[src/rtl/reg_cpu_if.sv]
// reg_cpu register bus: single-cycle CPU requests out, read data and
// read-valid back to the initiator.
interface reg_cpu_if #(
    parameter int DW = 32,
    parameter int AW = 32
);
    logic          reg_cpu_cs;
    logic [AW-1:0] reg_cpu_addr;
    logic [DW-1:0] reg_cpu_wr_data;
    logic          reg_cpu_we;
    logic          reg_cpu_re;
    logic [DW-1:0] reg_cpu_rd_data;
    logic          reg_cpu_rdv;

    modport master (
        output reg_cpu_cs, reg_cpu_addr, reg_cpu_wr_data, reg_cpu_we, reg_cpu_re,
        input  reg_cpu_rd_data, reg_cpu_rdv
    );

    modport slave (
        input  reg_cpu_cs, reg_cpu_addr, reg_cpu_wr_data, reg_cpu_we, reg_cpu_re,
        output reg_cpu_rd_data, reg_cpu_rdv
    );
endinterface

[src/rtl/reg_cpu_slave.sv]
// reg_cpu responder serving the image-pipe register bank (CTRL, STATUS,
// IMG_SIZE, IRQ, SCRATCH). Optional TIMESTAMP at 0x18 via REG_CPU_SLAVE_TIMESTAMP_EN.
module reg_cpu_slave #(
    parameter int DW     = 32,
    parameter int AW     = 32,
    parameter int RD_LAT = 1
) (
    input  logic        reg_cpu_clk,
    input  logic        rst_n,
    reg_cpu_if.slave    bus,
    input  logic        busy_i,
    input  logic [7:0]  irq_set_i,
    output logic        ctrl_enable_o,
    output logic        ctrl_soft_rst_o,
    output logic [3:0]  ctrl_mode_o,
    output logic [15:0] img_width_o,
    output logic [15:0] img_height_o,
    output logic        irq_o
);
    localparam logic [5:0] IDX_CTRL   = 6'h00;
    localparam logic [5:0] IDX_STATUS = 6'h01;
    localparam logic [5:0] IDX_IMG    = 6'h02;
    localparam logic [5:0] IDX_STAT   = 6'h03;
    localparam logic [5:0] IDX_MASK   = 6'h04;
    localparam logic [5:0] IDX_SCR    = 6'h05;
    localparam logic [5:0] IDX_TS     = 6'h06;
    localparam logic [DW-1:0] UNMAPPED = 32'hDEAD_BEEF;

    logic          hit;
    logic [5:0]    idx;
    logic          wr_en;
    logic          rd_req;
    logic [DW-1:0] rdata;
    logic          unused_addr;

    logic          ctrl_en_q, ctrl_en_d;
    logic [3:0]    ctrl_mode_q, ctrl_mode_d;
    logic          soft_rst_q, soft_rst_d;
    logic [DW-1:0] img_size_q, img_size_d;
    logic [7:0]    irq_stat_q, irq_stat_d;
    logic [7:0]    irq_mask_q, irq_mask_d;
    logic [DW-1:0] scratch_q, scratch_d;
    logic          irq_q, irq_d;

    logic [RD_LAT-1:0] rd_vld_q;
    logic [DW-1:0]     rd_data_q [RD_LAT];

    assign hit         = (bus.reg_cpu_addr[AW-1:8] == '0);
    assign idx         = bus.reg_cpu_addr[7:2];
    assign wr_en       = bus.reg_cpu_cs & bus.reg_cpu_we & hit;
    assign rd_req      = bus.reg_cpu_cs & bus.reg_cpu_re & ~bus.reg_cpu_we;
    assign unused_addr = ^bus.reg_cpu_addr[1:0];

`ifdef REG_CPU_SLAVE_TIMESTAMP_EN
    logic [DW-1:0] ts_q, ts_d;

    // The clearing write edge itself loads 0, counting resumes on the next edge.
    assign ts_d = (wr_en && idx == IDX_TS) ? '0 : ts_q + DW'(1);

    always_ff @(posedge reg_cpu_clk or negedge rst_n) begin
        if (!rst_n) ts_q <= '0;
        else        ts_q <= ts_d;
    end
`endif

    // Snapshot of pre-update register values; soft-reset bit always reads 0.
    always_comb begin
        rdata = UNMAPPED;
        if (hit) begin
            case (idx)
                IDX_CTRL:   rdata = {24'b0, ctrl_mode_q, 3'b0, ctrl_en_q};
                IDX_STATUS: rdata = {{(DW-1){1'b0}}, busy_i};
                IDX_IMG:    rdata = img_size_q;
                IDX_STAT:   rdata = {24'b0, irq_stat_q};
                IDX_MASK:   rdata = {24'b0, irq_mask_q};
                IDX_SCR:    rdata = scratch_q;
`ifdef REG_CPU_SLAVE_TIMESTAMP_EN
                IDX_TS:     rdata = ts_q;
`endif
                default:    rdata = UNMAPPED;
            endcase
        end
    end

    always_comb begin
        ctrl_en_d   = ctrl_en_q;
        ctrl_mode_d = ctrl_mode_q;
        soft_rst_d  = 1'b0;
        img_size_d  = img_size_q;
        irq_mask_d  = irq_mask_q;
        scratch_d   = scratch_q;
        irq_stat_d  = irq_stat_q;
        irq_d       = |(irq_stat_q & irq_mask_q);
        if (wr_en) begin
            case (idx)
                IDX_CTRL: begin
                    ctrl_en_d   = bus.reg_cpu_wr_data[0];
                    soft_rst_d  = bus.reg_cpu_wr_data[1];
                    ctrl_mode_d = bus.reg_cpu_wr_data[7:4];
                end
                IDX_IMG:  img_size_d = bus.reg_cpu_wr_data;
                IDX_STAT: irq_stat_d = irq_stat_q & ~bus.reg_cpu_wr_data[7:0];
                IDX_MASK: irq_mask_d = bus.reg_cpu_wr_data[7:0];
                IDX_SCR:  scratch_d  = bus.reg_cpu_wr_data;
                default:  ;
            endcase
        end
        // New events override a same-cycle W1C.
        irq_stat_d = irq_stat_d | irq_set_i;
    end

    always_ff @(posedge reg_cpu_clk or negedge rst_n) begin
        if (!rst_n) begin
            ctrl_en_q   <= 1'b0;
            ctrl_mode_q <= '0;
            soft_rst_q  <= 1'b0;
            img_size_q  <= '0;
            irq_stat_q  <= '0;
            irq_mask_q  <= '0;
            scratch_q   <= '0;
            irq_q       <= 1'b0;
        end else begin
            ctrl_en_q   <= ctrl_en_d;
            ctrl_mode_q <= ctrl_mode_d;
            soft_rst_q  <= soft_rst_d;
            img_size_q  <= img_size_d;
            irq_stat_q  <= irq_stat_d;
            irq_mask_q  <= irq_mask_d;
            scratch_q   <= scratch_d;
            irq_q       <= irq_d;
        end
    end

    // Read pipeline: data held at 0 when its valid is low so the bus sees 0 between responses.
    always_ff @(posedge reg_cpu_clk or negedge rst_n) begin
        if (!rst_n) begin
            rd_vld_q <= '0;
            for (int i = 0; i < RD_LAT; i++) rd_data_q[i] <= '0;
        end else begin
            rd_vld_q[0]  <= rd_req;
            rd_data_q[0] <= rd_req ? rdata : '0;
            for (int i = 1; i < RD_LAT; i++) begin
                rd_vld_q[i]  <= rd_vld_q[i-1];
                rd_data_q[i] <= rd_data_q[i-1];
            end
        end
    end

    assign bus.reg_cpu_rdv     = rd_vld_q[RD_LAT-1];
    assign bus.reg_cpu_rd_data = rd_data_q[RD_LAT-1];
    assign ctrl_enable_o       = ctrl_en_q;
    assign ctrl_soft_rst_o     = soft_rst_q;
    assign ctrl_mode_o         = ctrl_mode_q;
    assign img_width_o         = img_size_q[15:0];
    assign img_height_o        = img_size_q[31:16];
    assign irq_o               = irq_q;
endmodule

[src/flat_wrapper.sv]
// flat-port wrapper written by rule: the top's interface ports become plain ports
module reg_cpu_slave_flat 
#(
    parameter int DW     = 32,
    parameter int AW     = 32,
    parameter int RD_LAT = 1
)
  (reg_cpu_clk, rst_n, busy_i, irq_set_i, ctrl_enable_o, ctrl_soft_rst_o, ctrl_mode_o, img_width_o, img_height_o, irq_o, bus_reg_cpu_cs, bus_reg_cpu_addr, bus_reg_cpu_wr_data, bus_reg_cpu_we, bus_reg_cpu_re, bus_reg_cpu_rd_data, bus_reg_cpu_rdv);
  reg_cpu_if #(.DW(DW), .AW(AW)) bus_i ();
  input  logic reg_cpu_clk;
  input  logic rst_n;
  input  logic busy_i;
  input  logic [7:0] irq_set_i;
  output logic ctrl_enable_o;
  output logic ctrl_soft_rst_o;
  output logic [3:0] ctrl_mode_o;
  output logic [15:0] img_width_o;
  output logic [15:0] img_height_o;
  output logic irq_o;
  input wire logic [$bits(bus_i.reg_cpu_cs)-1:0] bus_reg_cpu_cs;
  input wire logic [$bits(bus_i.reg_cpu_addr)-1:0] bus_reg_cpu_addr;
  input wire logic [$bits(bus_i.reg_cpu_wr_data)-1:0] bus_reg_cpu_wr_data;
  input wire logic [$bits(bus_i.reg_cpu_we)-1:0] bus_reg_cpu_we;
  input wire logic [$bits(bus_i.reg_cpu_re)-1:0] bus_reg_cpu_re;
  output wire logic [$bits(bus_i.reg_cpu_rd_data)-1:0] bus_reg_cpu_rd_data;
  output wire logic [$bits(bus_i.reg_cpu_rdv)-1:0] bus_reg_cpu_rdv;
  assign bus_i.reg_cpu_cs = bus_reg_cpu_cs;
  assign bus_i.reg_cpu_addr = bus_reg_cpu_addr;
  assign bus_i.reg_cpu_wr_data = bus_reg_cpu_wr_data;
  assign bus_i.reg_cpu_we = bus_reg_cpu_we;
  assign bus_i.reg_cpu_re = bus_reg_cpu_re;
  assign bus_reg_cpu_rd_data = bus_i.reg_cpu_rd_data;
  assign bus_reg_cpu_rdv = bus_i.reg_cpu_rdv;
  reg_cpu_slave #(.DW(DW), .AW(AW), .RD_LAT(RD_LAT)) u_core (.reg_cpu_clk(reg_cpu_clk), .rst_n(rst_n), .bus(bus_i), .busy_i(busy_i), .irq_set_i(irq_set_i), .ctrl_enable_o(ctrl_enable_o), .ctrl_soft_rst_o(ctrl_soft_rst_o), .ctrl_mode_o(ctrl_mode_o), .img_width_o(img_width_o), .img_height_o(img_height_o), .irq_o(irq_o));
endmodule
[config.mk]
export PLATFORM = sky130hd
export DESIGN_NAME = reg_cpu_slave_flat
export DESIGN_NICKNAME = d
export VERILOG_FILES = /design/src/rtl/reg_cpu_if.sv /design/src/rtl/reg_cpu_slave.sv /design/src/flat_wrapper.sv
export SDC_FILE = /design/constraint.sdc
export NUM_CORES = 1
export LEC_CHECK = 0
export ABC_AREA = 1
export CORE_UTILIZATION = 48
export CTS_BUF_LIST = sky130_fd_sc_hd__clkbuf_16
export DETAILED_ROUTE_END_ITERATION = 6
export PLACE_DENSITY = 0.9
export SYNTH_ARGS = -nofsm -noshare
export SYNTH_HDL_FRONTEND = slang
export SYNTH_SLANG_ARGS = --single-unit
[constraint.sdc]
create_clock -name reg_cpu_clk -period 1.3 [get_ports reg_cpu_clk]
set_clock_uncertainty 0.2 [all_clocks]
set_input_delay 0.26 -clock reg_cpu_clk [delete_from_list [all_inputs] [get_ports reg_cpu_clk]]
set_output_delay 0.26 -clock reg_cpu_clk [all_outputs]
set_load 0.05 [all_outputs]
==> results of run 1 <==
## cells in the mapped netlist (3+ instances only)
cell type                  count  share of area, %
sky130_fd_sc_hd__nor2_4        3              0.64
sky130_fd_sc_hd__nand3b_1      8               1.1
sky130_fd_sc_hd__buf_4         3              0.42
sky130_fd_sc_hd__inv_2         4              0.28
sky130_fd_sc_hd__o21ai_0       3              0.28
sky130_fd_sc_hd__nor2_2        5              0.59
sky130_fd_sc_hd__nand4_1       4              0.47
sky130_fd_sc_hd__dfrtp_1     120                57
sky130_fd_sc_hd__inv_1        24               1.7
sky130_fd_sc_hd__buf_2        24               2.3
sky130_fd_sc_hd__nor2_1       49               3.5
sky130_fd_sc_hd__buf_6         4              0.85
sky130_fd_sc_hd__a22oi_1      24               3.4
sky130_fd_sc_hd__a21boi_0      3              0.42
sky130_fd_sc_hd__a21oi_1      26               2.5
sky130_fd_sc_hd__nand3_1      88               8.3
sky130_fd_sc_hd__nand2_1     228                16
## per-stage QoR
stage | cell area [um^2] | util [%]
detailed placement | 8219 | 76.15
global placement | 8219 | 76.15
floorplan | 5433 | -
## cells by family after synthesis
family / Yosys count / synth area share [%]
compound gates: 59 / 6.974
simple gates: 386 / 30.82
buf+inv: 61 / 5.655
flops: 120 / 56.55
==> metrics.md, run 1 <==
| Metric | Value |
|---|---|
| Placed Instances | 942 |
| Flip-flop cell with the highest count after synthesis | sky130_fd_sc_hd__dfrtp_1 |
| Initial core utilization | 49.20% |
| Count of flip-flops with a built-in enable after synthesis | 0 |
| Gpl congestion | 0.9495 |
| Fail Step | clock tree synthesis (4_1_cts) |
| Width of the die | 107.2 um |
| Status | did not finish |
| CTS HTree Levels | 4 |
| Yosys Warn Count | 0 |
| IO Count | 150 |
| Sequential fraction of the synthesis area | 56.55% |
| Post-CTS Hold Fix Bufs | 1 |
| Clock Sink Count | 120 |
| Synth Instances | 626 |
| Distinct cell type count of the synthesized netlist | 21 |
| Height of the die | 107.2 um |
| Register bit total from synthesis | 120 |
| Dpl hpwl | 12,130 um |
| Net count after synthesis | 704 |
| Count of port buffers added during placement | 147 |
| Clock buffer count from CTS | 17 |
| Clock Path Buffers | 2 |
| Buffer count from post-CTS setup fixing | 75 |
| Share of synthesized registers carrying an async set or reset | 100.0% |
| Error Message | [ERROR DPL-0038] Utilization greater than 100%, impossible to legalize |
| Cell Rows | 38 |
| CTS Root Buffer Type | sky130_fd_sc_hd__clkbuf_16 |
| Post-synthesis cell area | 0.005310 mm^2 |
| Number of gates resized after CTS | 397 |
| Post-Synthesis Mean Instance Area | 8.483 um^2 |
| Placement-stage worst setup slack | -0.8994 ns |
==> inputs of run 2 (changes only) <==
--- a/config.mk
+++ b/config.mk
@@ -6,10 +6,9 @@
 export NUM_CORES = 1
 export LEC_CHECK = 0
 export ABC_AREA = 1
-export CORE_UTILIZATION = 48
-export CTS_BUF_LIST = sky130_fd_sc_hd__clkbuf_16
+export CORE_UTILIZATION = 40
 export DETAILED_ROUTE_END_ITERATION = 6
-export PLACE_DENSITY = 0.9
+export PLACE_DENSITY_LB_ADDON = 0.15
 export SYNTH_ARGS = -nofsm -noshare
 export SYNTH_HDL_FRONTEND = slang
 export SYNTH_SLANG_ARGS = --single-unit
==> metrics.md, run 2 <==
| Metric | Value |
|---|---|
| Status | complete, but fails checks |
| Failing checks | DRC, setup timing |
| Compound-Gate Fraction of Synth Area | 6.975% (unchanged) |
| Worst hold path class | primary input to async pin |
| Flip-flop cell with the highest count after synthesis | sky130_fd_sc_hd__dfrtp_1 |
| Xor and xnor area share after synthesis | 0% (unchanged) |
| IR drop worst, VDD | 745.9 uV |
| Highest signal layer in the routed design | met4 |
| Required arrival time at the worst endpoint | 1.42 ns |
| Pin count of the biggest net entering global routing | 50 |
| CTS HTree Levels | 4 (unchanged) |
| Fraction of the mapped netlist area in adder cells | 0% (unchanged) |
| Fin nets | 985 |
| Wire length of the first global-routing pass | 32,000 um |
| Destination of the worst register-to-register timing path | u_core.bus.reg_cpu_rd_data[12] |
| Worst slew pin tran | 0.4314 ns |
| Combinational family with the most area after synthesis | simple AND/OR/NAND/NOR gates |
| Yosys Warn Count | 0 (unchanged) |
| Largest stage delay, worst path | 0.17 ns |
| Cell Rows | 41 (+7.9%) |
| Internal power component | 0.006856 W |
| Launching instance or port of the critical path | bus_reg_cpu_addr[28] |
| Number of vias in the routed layout | 6,507 |
| Critical path type | primary input to register |
| Element type at the critical path start | primary input |
| Area used by multi-input combinational logic | 0.002988 mm^2 |
| Total of fill cells in the finished design | 567 |
| Minimum hold slack | 0.08563 ns |
| Final hold violation count | 0 |
| Finished Cell Area | 0.01087 mm^2 |
| Share of synthesized cell area in and, or, nand and nor gates | 30.82% (unchanged) |
| Initial antenna violation count | 0 |
| Most frequent cell on the critical path | sky130_fd_sc_hd__nor2_4 |
| Commonest non-fill, non-tap cell in the layout | sky130_fd_sc_hd__nand2_1 |
| Routed met1 length | 9006 um |
| Area growth, synth to finish | 104.8% |
| Sequential fraction of the synthesis area | 56.55% (unchanged) |
| Final routed wirelength across all metal layers | 26,270 um |
| Routed wirelength normalized by instance count | 24.06 um |
| Final setup slack of the worst path | -0.2871 ns |
| Max-capacitance violation count | 0 |
| Ranking of synthesized cells by instance count | 228 x sky130_fd_sc_hd__nand2_1, 120 x sky130_fd_sc_hd__dfrtp_1, 88 x sky130_fd_sc_hd__nand3_1 |
| Net Switching | 0.002463 W |
| Clock buffer count from CTS | 17 (unchanged) |
| Ratio of final minimum period to clock period | 122.1% |
| Count of flip-flops with a built-in enable after synthesis | 0 (unchanged) |
| Number of slew-limit violations in the final report | 0 |
| Share of synthesized registers carrying an async set or reset | 100.0% (unchanged) |
| Crit-path leading delay family | simple AND/OR/NAND/NOR gates |
| Overall overflow remaining after global route | 0 |
| Clock Path Buffers | 2 (unchanged) |
| Number of antenna-violating nets in the routed design | 0 |
| Highest attainable clock frequency | 0.6301 GHz |
| Cell chain of the critical path | buf_6 -> nor2_4 -> nand2_2 -> nor2_4 -> nand3_4 -> buf_4 -> buf_6 -> nor2_4 -> buf_8 -> buf_4 -> nand3_2 -> nand2_2 -> inv_1 |
| Worst skew pair latency | 0.43 ns |
| Net count after synthesis | 704 (unchanged) |
| Gpl congestion | 0.8928 (-6.0%) |
| Most repeated cell in the gate-level netlist after synthesis | sky130_fd_sc_hd__nand2_1 |
| Switching share of total power | 26.43% |
| DR WL met3 | 2264 um |
| Reg2Reg Setup Slack | -0.25 ns |
| IO Count | 150 (unchanged) |
| Endpoint of the worst setup timing path | u_core.bus.reg_cpu_rd_data[5] |
| Dominant cell type by area after synthesis | sky130_fd_sc_hd__dfrtp_1 |
| Share of cells above drive strength 1 | 54.57% |
| Dpl hpwl | 11,100 um (-8.5%) |
| Sequential cell area | 0.003020 mm^2 |
| Fraction of synthesized area in multiplexers | 0% (unchanged) |
| Initial core utilization | 41.57% (-7.6 points) |
| Area of the core | 0.01277 mm^2 |
| DIE AREA | 0.01374 mm^2 |
| Height of the die | 117.2 um (+9.4%) |
| Crit path time final | 1.587 ns |
| Worst Reg-to-Reg Cells | 4 |
| Synth Instances | 626 (unchanged) |
| Overall Global Routing Usage | 31.62% |
| CTS Root Buffer Type | sky130_fd_sc_hd__clkbuf_16 |
| Worst R2R Start | u_core.img_size_q[12] |
| Count of port buffers added during placement | 147 (unchanged) |
| Total number of cells along the worst setup path | 13 |
| RSZ-0062 raised after global routing | yes |
| Slew headroom | 71.24% |
| Fraction of power consumed by the clock network | 49.7% |
| Maximum fanout along the worst path | 7 |
| Endpoint type of the worst setup path | register |
| Width of the die | 117.2 um (+9.4%) |
| TritonCTS clock tree | built |
| Met2 routed wirelength | 13,040 um |
| Power per standard cell area | 857.1 mW/mm^2 |
| Setup violation total in the final timing report | 191 |
| Via/cell ratio | 5.959 |
| Register bit total from synthesis | 120 (unchanged) |
| Antenna diode count | 0 |
| Static leakage | 5.036 nW |
| Clock Sink Count | 120 (unchanged) |
| Placed standard-cell area | 0.008244 mm^2 (+0.30%) |
| Cells taking the most area after synthesis | sky130_fd_sc_hd__dfrtp_1 57%, sky130_fd_sc_hd__nand2_1 16%, sky130_fd_sc_hd__nand3_1 8.3%, sky130_fd_sc_hd__nor2_1 3.5%, sky130_fd_sc_hd__a22oi_1 3.4% |
| Vias in the first global route | 6,124 |
| Slowest cell on the critical path | sky130_fd_sc_hd__buf_8 |
| Post-Synthesis Mean Instance Area | 8.483 um^2 (unchanged) |
| Fraction of synthesized cell area taken by the top area cell type | 56.55% (unchanged) |
| Number of iterations in the first detailed-routing pass | 7 |
| Post-synthesis cell area | 0.005310 mm^2 (unchanged) |
| Clock transition at path regs | 0.06 ns |
| Part of the total power dissipated in combinational logic | 9.6% |
| Count of buffer and inverter cells on the critical path | 6 |
| DR iter-0 viols | 654 |
| Distinct cell type count of the synthesized netlist | 21 (unchanged) |
| Detailed-route DRC error count | 5 |
| Part of the power in registers | 40.7% |
| CP arrival | 1.70 ns |
| Leading cell types in the layout, fill and taps excluded | 115 x sky130_fd_sc_hd__nand2_1, 106 x sky130_fd_sc_hd__dfrtp_1, 96 x sky130_fd_sc_hd__buf_12 |
==> run 2: cell counts after synthesis <==
Identical to the previous run, type by type.
==> run 2: through the flow <==
step	util (%)	worst slack (ns)	total power [W]	cells	TNS [ns]
after global routing	85.12	-0.3185	0.009519	1092	-34.61
final	85.12	-0.2871	0.009319	1092	-29.52
after CTS	78.79	-0.1933	0.009123	1076	-19.22
after global placement	64.54	-0.8349	0.004638	972	-92.53
after detailed placement	64.54	-0.9273	0.004649	972	-99.04
after floorplan	-	-0.2010	0.004043	626	-18.52
==> run 2: worst register-to-register path, stage by stage, from the launching register on <==
cell and delay (ns):
sky130_fd_sc_hd__dfrtp_2 0.43, sky130_fd_sc_hd__buf_4 0.14, sky130_fd_sc_hd__buf_4 0.14, sky130_fd_sc_hd__a22oi_1 0.39
sky130_fd_sc_hd__a21oi_2 0.12
==> run 2: routing by layer <==
layer | global-route usage [%] | vias up
li1 | - | 2622
met4 | 15.44 | 0
met5 | 0 | -
met2 | 53.41 | 521
met3 | 7.364 | 196
met1 | 38.08 | 3168
==> run 2: final cells by class <==
class / count / area share [%]
Sequential cell: 120 / 27.78
Clock inverter: 15 / 1.312
Clock buffer: 17 / 3.913
Multi-Input combinational cell: 445 / 27.48
Timing Repair Buffer: 295 / 36.54
Tap cell: 172 / 1.979
Inverter: 28 / 1.001
==> run 2: cells by family after synthesis <==
logic type	Yosys count
AND/OR/NAND/NOR	386
AO/OA/AOI/OAI	59
flip-flops	120
buffers and inverters	61
==> run 2: power by group through the flow <==
stage | Sequential [W] | Combinational (W) | Clock [W]
2_1_floorplan | 0.00395 | 0.0000933 | 0
3_3_place_gp | 0.00386 | 0.000778 | 0
3_5_place_dp | 0.00386 | 0.000788 | 0
4_1_cts | 0.00379 | 0.000788 | 0.00454
5_1_grt | 0.00379 | 0.000934 | 0.00479
6_report | 0.00379 | 0.000894 | 0.00463
==> run 2: worst min path at each step <==
| stage | startpoint | to | slack (ns) | cells past startpoint |
|---|---|---|---|---|
| 2_1_floorplan | rst_n | u_core.bus.reg_cpu_rd_data[0] | -0.24 | 0 |
| 3_3_place_gp | rst_n | u_core.bus.reg_cpu_rdv | -0.03 | 1 |
| 3_5_place_dp | rst_n | u_core.img_size_q[10] | -0.03 | 1 |
| 4_1_cts | rst_n | u_core.scratch_q[14] | 0.09 | 2 |
| 5_1_grt | rst_n | u_core.bus.reg_cpu_rd_data[3] | 0.10 | 2 |
| 6_report | rst_n | u_core.bus.reg_cpu_rd_data[3] | 0.09 | 2 |
==> run 2: what timing repair did <==
action / 4_1_cts / 5_1_grt
setup endpoints to repair: 190 / 191
hold endpoints to repair: 120 / 0
setup buffers: 58 / 17
resized for setup: 254 / 172
gates cloned: 15 / 7
hold buffers: 1 / 0
pin swaps: 47 / 66
Note: power is estimated with default switching activity, not from simulation.
